## config.mk

```make
export PLATFORM = sky130hd
export DESIGN_NAME = seq_multiplier
export DESIGN_NICKNAME = d
export VERILOG_FILES = /design/src/rtl/multiplier_pkg.sv /design/src/rtl/seq_multiplier_adder.sv /design/src/rtl/seq_multiplier.sv
export SDC_FILE = /design/constraint.sdc
export NUM_CORES = 1
export LEC_CHECK = 0
export ABC_AREA = 1
export CAP_MARGIN = 20
export CORE_MARGIN = 5
export CORE_UTILIZATION = 55
export DETAILED_ROUTE_END_ITERATION = 10
export HOLD_SLACK_MARGIN = 0.02
export PLACE_DENSITY = 0.79
export REMOVE_ABC_BUFFERS = 1
export SLEW_MARGIN = 20
export SYNTH_ARGS = -nofsm -noshare
export SYNTH_HDL_FRONTEND = slang
export SYNTH_SLANG_ARGS = --single-unit
```

## constraint.sdc

```tcl
create_clock -name in_clk -period 2.6 [get_ports in_clk]
set_input_delay 0.39 -clock in_clk [delete_from_list [all_inputs] [get_ports in_clk]]
set_output_delay 0.39 -clock in_clk [all_outputs]
set_load 0.1 [all_outputs]
```

## src/rtl/multiplier_pkg.sv

```systemverilog
// Shared types for the sequential shift-and-add multiplier.
package multiplier_pkg;

    typedef enum logic [1:0] {
        IDLE = 2'd0,
        RUN  = 2'd1,
        DONE = 2'd2
    } state_t;

endpackage

```

## src/rtl/seq_multiplier_adder.sv

```systemverilog
// Behavioural W-bit adder used for the accumulate step; carry out is discarded.
module adder #(
    parameter int W = 16
) (
    input  logic [W-1:0] a_i,
    input  logic [W-1:0] b_i,
    output logic [W-1:0] sum_o
);

    assign sum_o = a_i + b_i;

endmodule

```

## src/rtl/seq_multiplier.sv

```systemverilog
// Shift-and-add unsigned multiplier: one multiplier bit per clock, product
// taken modulo 2^OUT_BITS and held with a finished flag.
module seq_multiplier
    import multiplier_pkg::*;
#(
    parameter int IN_BITS  = 8,
    parameter int OUT_BITS = 16
) (
    input  logic                in_clk,
    input  logic                in_rst,
    input  logic [IN_BITS-1:0]  in_a,
    input  logic [IN_BITS-1:0]  in_b,
    input  logic                in_start,
    output logic                out_finished,
    output logic [OUT_BITS-1:0] out_prod
);

    localparam int CW = $clog2(IN_BITS) + 1;
    localparam logic [CW-1:0] LAST = CW'(IN_BITS - 1);

    state_t              state_q, state_d;
    logic [CW-1:0]       cnt_q, cnt_d;
    logic [OUT_BITS-1:0] a_q, a_d;
    logic [IN_BITS-1:0]  b_q, b_d;
    logic [OUT_BITS-1:0] acc_q, acc_d;

    logic [IN_BITS-1:0]  b_shift;
    logic [OUT_BITS-1:0] addend;
    logic [OUT_BITS-1:0] sum;

    // Shifting out of range simply yields zero, so the addend is
    // naturally truncated to OUT_BITS.
    assign b_shift = b_q >> cnt_q;
    assign addend  = b_shift[0] ? (a_q << cnt_q) : '0;

    adder #(.W(OUT_BITS)) u_adder (
        .a_i   (acc_q),
        .b_i   (addend),
        .sum_o (sum)
    );

    always_comb begin
        state_d = state_q;
        cnt_d   = cnt_q;
        a_d     = a_q;
        b_d     = b_q;
        acc_d   = acc_q;
        case (state_q)
            IDLE, DONE: begin
                if (in_start) begin
                    a_d     = OUT_BITS'(in_a);
                    b_d     = in_b;
                    acc_d   = '0;
                    cnt_d   = '0;
                    state_d = RUN;
                end
            end
            RUN: begin
                acc_d = sum;
                cnt_d = cnt_q + CW'(1);
                if (cnt_q == LAST) state_d = DONE;
            end
            default: state_d = IDLE;
        endcase
    end

    always_ff @(posedge in_clk or negedge in_rst) begin
        if (!in_rst) begin
            state_q <= IDLE;
            cnt_q   <= '0;
            a_q     <= '0;
            b_q     <= '0;
            acc_q   <= '0;
        end else begin
            state_q <= state_d;
            cnt_q   <= cnt_d;
            a_q     <= a_d;
            b_q     <= b_d;
            acc_q   <= acc_d;
        end
    end

    assign out_prod     = acc_q;
    assign out_finished = (state_q == DONE);

endmodule

```

==> results.py <==
metrics = {
    "yosys": {
        "post-synth-top-count-cell": "nand2_1",
        "syn_inst": 399,
        "ys_seq_area_share_pct": 33.1,
        "synth_edf_count": 0,
        "synth_area_leader_cell": "dfrtp_1",
        "synth_ff_type": "dfrtp_1",
        "synth-seq-cells": 38,
        "yosys-top-cells-count": "nand2_1, inv_1, dfrtp_1",
        "syn_avg_cell_area_um2": 7.19,
        "synth.area.mux_share_pct": 5.89,
        "synthSimpleGateAreaFrac_pct": 31.3,
        "synth_area_leaders": "dfrtp_1, nand2_1, ha_1",
        "synth.distinct_cells": 34,
        "yosys.area_share.adder_pct": 7.68,
        "synth.cell_area_um2": 2870,
        "synth_xor_area_share_pct": 0.611,
        "async_flop_share_pct": 100,
        "synth_compound_area_share_pct": 11.6,
        "synth_top_area_share_pct": 33.1,
        "synth_top_family_by_area": "simple AND/OR/NAND/NOR gates",
        "yosys_warnings": 0,
    },
    "worst_setup_path": {
        "worstPathRequired_ns": 2.79,
        "crit_buf_inv": 3,
        "path_delay_family": "simple AND/OR/NAND/NOR gates",
        "critPathArrivalTime_ns": 2.70,
        "cp-start-kind": "flip-flop",
        "crit_path_max_incr_delay_ns": 0.46,
        "cp-end-kind": "flip-flop",
        "crit_fanout": 5,
        "critPathKind": "flip-flop to flip-flop",
        "slowest_stage": "dfrtp_2",
        "crit_top_cell": "nand2_1",
        "crit_chain": "buf_6, or2_4, o21ai_2, nand2_1, o21ai_2, nor2_1, o21ai_1, inv_1, ha_4, nand2_4, inv_1, nand2_1, nand2_1, a21oi_2, nand3_1, nand3_1, nand2_1",
    },
    "clock_tree": {
        "cts_hold_buf": 0,
        "path_clk_slew_ns": 0.08,
        "clockBufferDepth": 2,
        "clock_latency_ns": 0.30,
        "cts.sinks": 38,
        "cts_htree_levels": 2,
        "cts_tree": "built",
        "numCtsBuffers": 5,
        "root_buffer": "clkbuf_8",
    },
    "floorplanning": {
        "die-area_um2": 6760,
        "core_um2": 5070,
        "start_util_pct": 56.5,
        "pin_count": 36,
        "fp.dieW_um": 82.2,
        "core.rowCount": 26,
        "die_h_um": 82.2,
    },
    "timing": {
        "min_period_ns": 2.50,
        "rsz0062_at_grt": "true",
        "slew_viol_final": 0,
        "fmax_mhz": 400,
        "post-route-period-util_pct": 96.3,
        "hold_viol": 0,
        "finClkSkew_ns": 0.00976,
        "worst_slew_pin_slew_ns": 0.852,
        "setup_violations": 0,
        "relSlewSlack_pct": 43.2,
    },
    "worst_hold_path": {
        "hold_class": "input pin to asynchronous set/reset pin",
    },
    "global_routing": {
        "grt_max_degree": 39,
        "grtUsageTotal_pct": 22.0,
        "grt_pass1_vias": 2585,
        "grt_first_pass_wirelength_mm": 11.6,
        "gr-total-overflow": 0,
        "antenna_found_initial": 0,
    },
    "status": {
        "status": "completed",
    },
    "route": {
        "drtPass1Iterations": 5,
        "wire_per_inst_um": 13.5,
        "wl_met3_um": 406,
        "ant_nets": 0,
        "dr_total_vias": 2742,
        "drt-met1-wl_mm": 2.95,
        "route.met2.wl_mm": 3.45,
        "drc": 0,
        "drtIter0Drc": 238,
        "dr.max_layer_used": "met4",
        "viasPerCell": 5.35,
        "wl_mm": 6.93,
    },
    "place": {
        "gp_congestion": 0.960,
        "port_buffers": 35,
        "dpl.hpwl_mm": 5.14,
        "placedCellCount": 503,
    },
    "final_layout": {
        "drive_above_1_share_pct": 24.4,
        "syn2layout_area_growth_pct": 24.5,
        "nets": 478,
        "antennaDiodeCount": 0,
        "layout.cells.non_filler": 513,
    },
    "flow_run": {
        "max-cap-violations": 0,
    },
}
## metal layers
layer	GRT usage, %	up-vias
li1	-	1358
met1	27.7	1286
met2	38.7	84
met3	3.58	14
met4	6.31	0
met5	0	-
## repair_timing
item / in CTS / in global routing
pin swaps: 0 / 19
resized for setup: 1 / 47
endpoints found under the hold margin: 0 / 0
endpoints found under the setup margin: 1 / 11
setup buffers: 0 / 2
## area by class of cell
type | count | area, um^2
well taps | 70 | 87.6
flip-flops and latches | 38 | 952
multi-input cells | 295 | 1840
inverters | 57 | 216
fillers | 426 | 1500
clock inverters | 3 | 21.3
repair buffers | 45 | 382
clock buffers | 5 | 68.8
## worst reg2reg max path: stages (launching register included)
cell and delay, ns:
dfrtp_2 0.46, buf_6 0.15, or2_4 0.24, o21ai_2 0.07
nand2_1 0.09, o21ai_2 0.08, nor2_1 0.08, o21ai_1 0.14
inv_1 0.10, ha_4 0.28, nand2_4 0.09, inv_1 0.05
nand2_1 0.06, nand2_1 0.10, a21oi_2 0.20, nand3_1 0.09
nand3_1 0.09, nand2_1 0.05
## cell usage in the layout, fill, tap and decap left out, types with 2 or more instances in the layout
master,count
nor2_4,4
nor3_1,3
inv_2,4
nand2_4,3
nand2_1,117
dfrtp_1,37
a21oi_1,11
a21oi_2,5
ha_1,7
clkdlybuf4s50_1,17
nand3_1,23
nand2_2,17
ha_2,2
xnor2_1,2
o31ai_1,2
ha_4,7
nand4_1,2
nor2_1,25
buf_4,26
o21ai_2,13
clkbuf_8,5
nand3b_1,2
o21ai_1,8
or2_1,4
o21ai_0,9
inv_1,52
a22o_1,2
mux2_2,6
mux2_1,9
nor2_2,2
## through the flow
step	utilization (%)	cell area (um^2)	hold WS [ns]	worst slack, ns	TNS [ns]
2_1_floorplan	-	2800	0.0944	0.0933	0
3_3_place_gp	64.1	3250	0.476	0.0284	0
3_5_place_dp	64.1	3250	0.487	0.00853	0
4_1_cts	65.9	3350	0.226	0.00668	0
5_1_grt	70.4	3570	0.289	-0.0413	-0.174
6_report	70.4	3570	0.197	0.0975	0
## final timing paths
kind,startpoint,depth (start not counted),end,slack [ns]
setup reg to reg,cnt_q[0],17,out_prod[13],0.1
setup / recovery,cnt_q[0],17,out_prod[13],0.1
min in group in_clk,b_q[1],1,b_q[1],0.50
hold reg to reg,b_q[1],1,b_q[1],0.50
hold / removal,in_rst,1,out_prod[8],0.20
max in group asynchronous,in_rst,1,cnt_q[0],1.81
## state kept, by name, summed over array words and instances, names as in the netlist
| register | count |
|---|---|
| a_q | 8 |
| b_q | 8 |
| cnt_q | 4 |
| out_prod | 16 |
| state_q | 2 |
## kinds of logic (layout without fill, tap and decap cells)
| kind of cell | after synthesis | after routing |
|---|---|---|
| compound gates | 53 | 53 |
| xor+xnor | 2 | 2 |
| fa+ha+maj | 17 | 17 |
| buf+inv | 66 | 110 |
| flops | 38 | 38 |
| mux | 15 | 15 |
| simple gates | 208 | 208 |
Power is left out: the tool's default activity adds up to more than one toggle a clock period on the data nets, which glitch-free logic cannot reach.
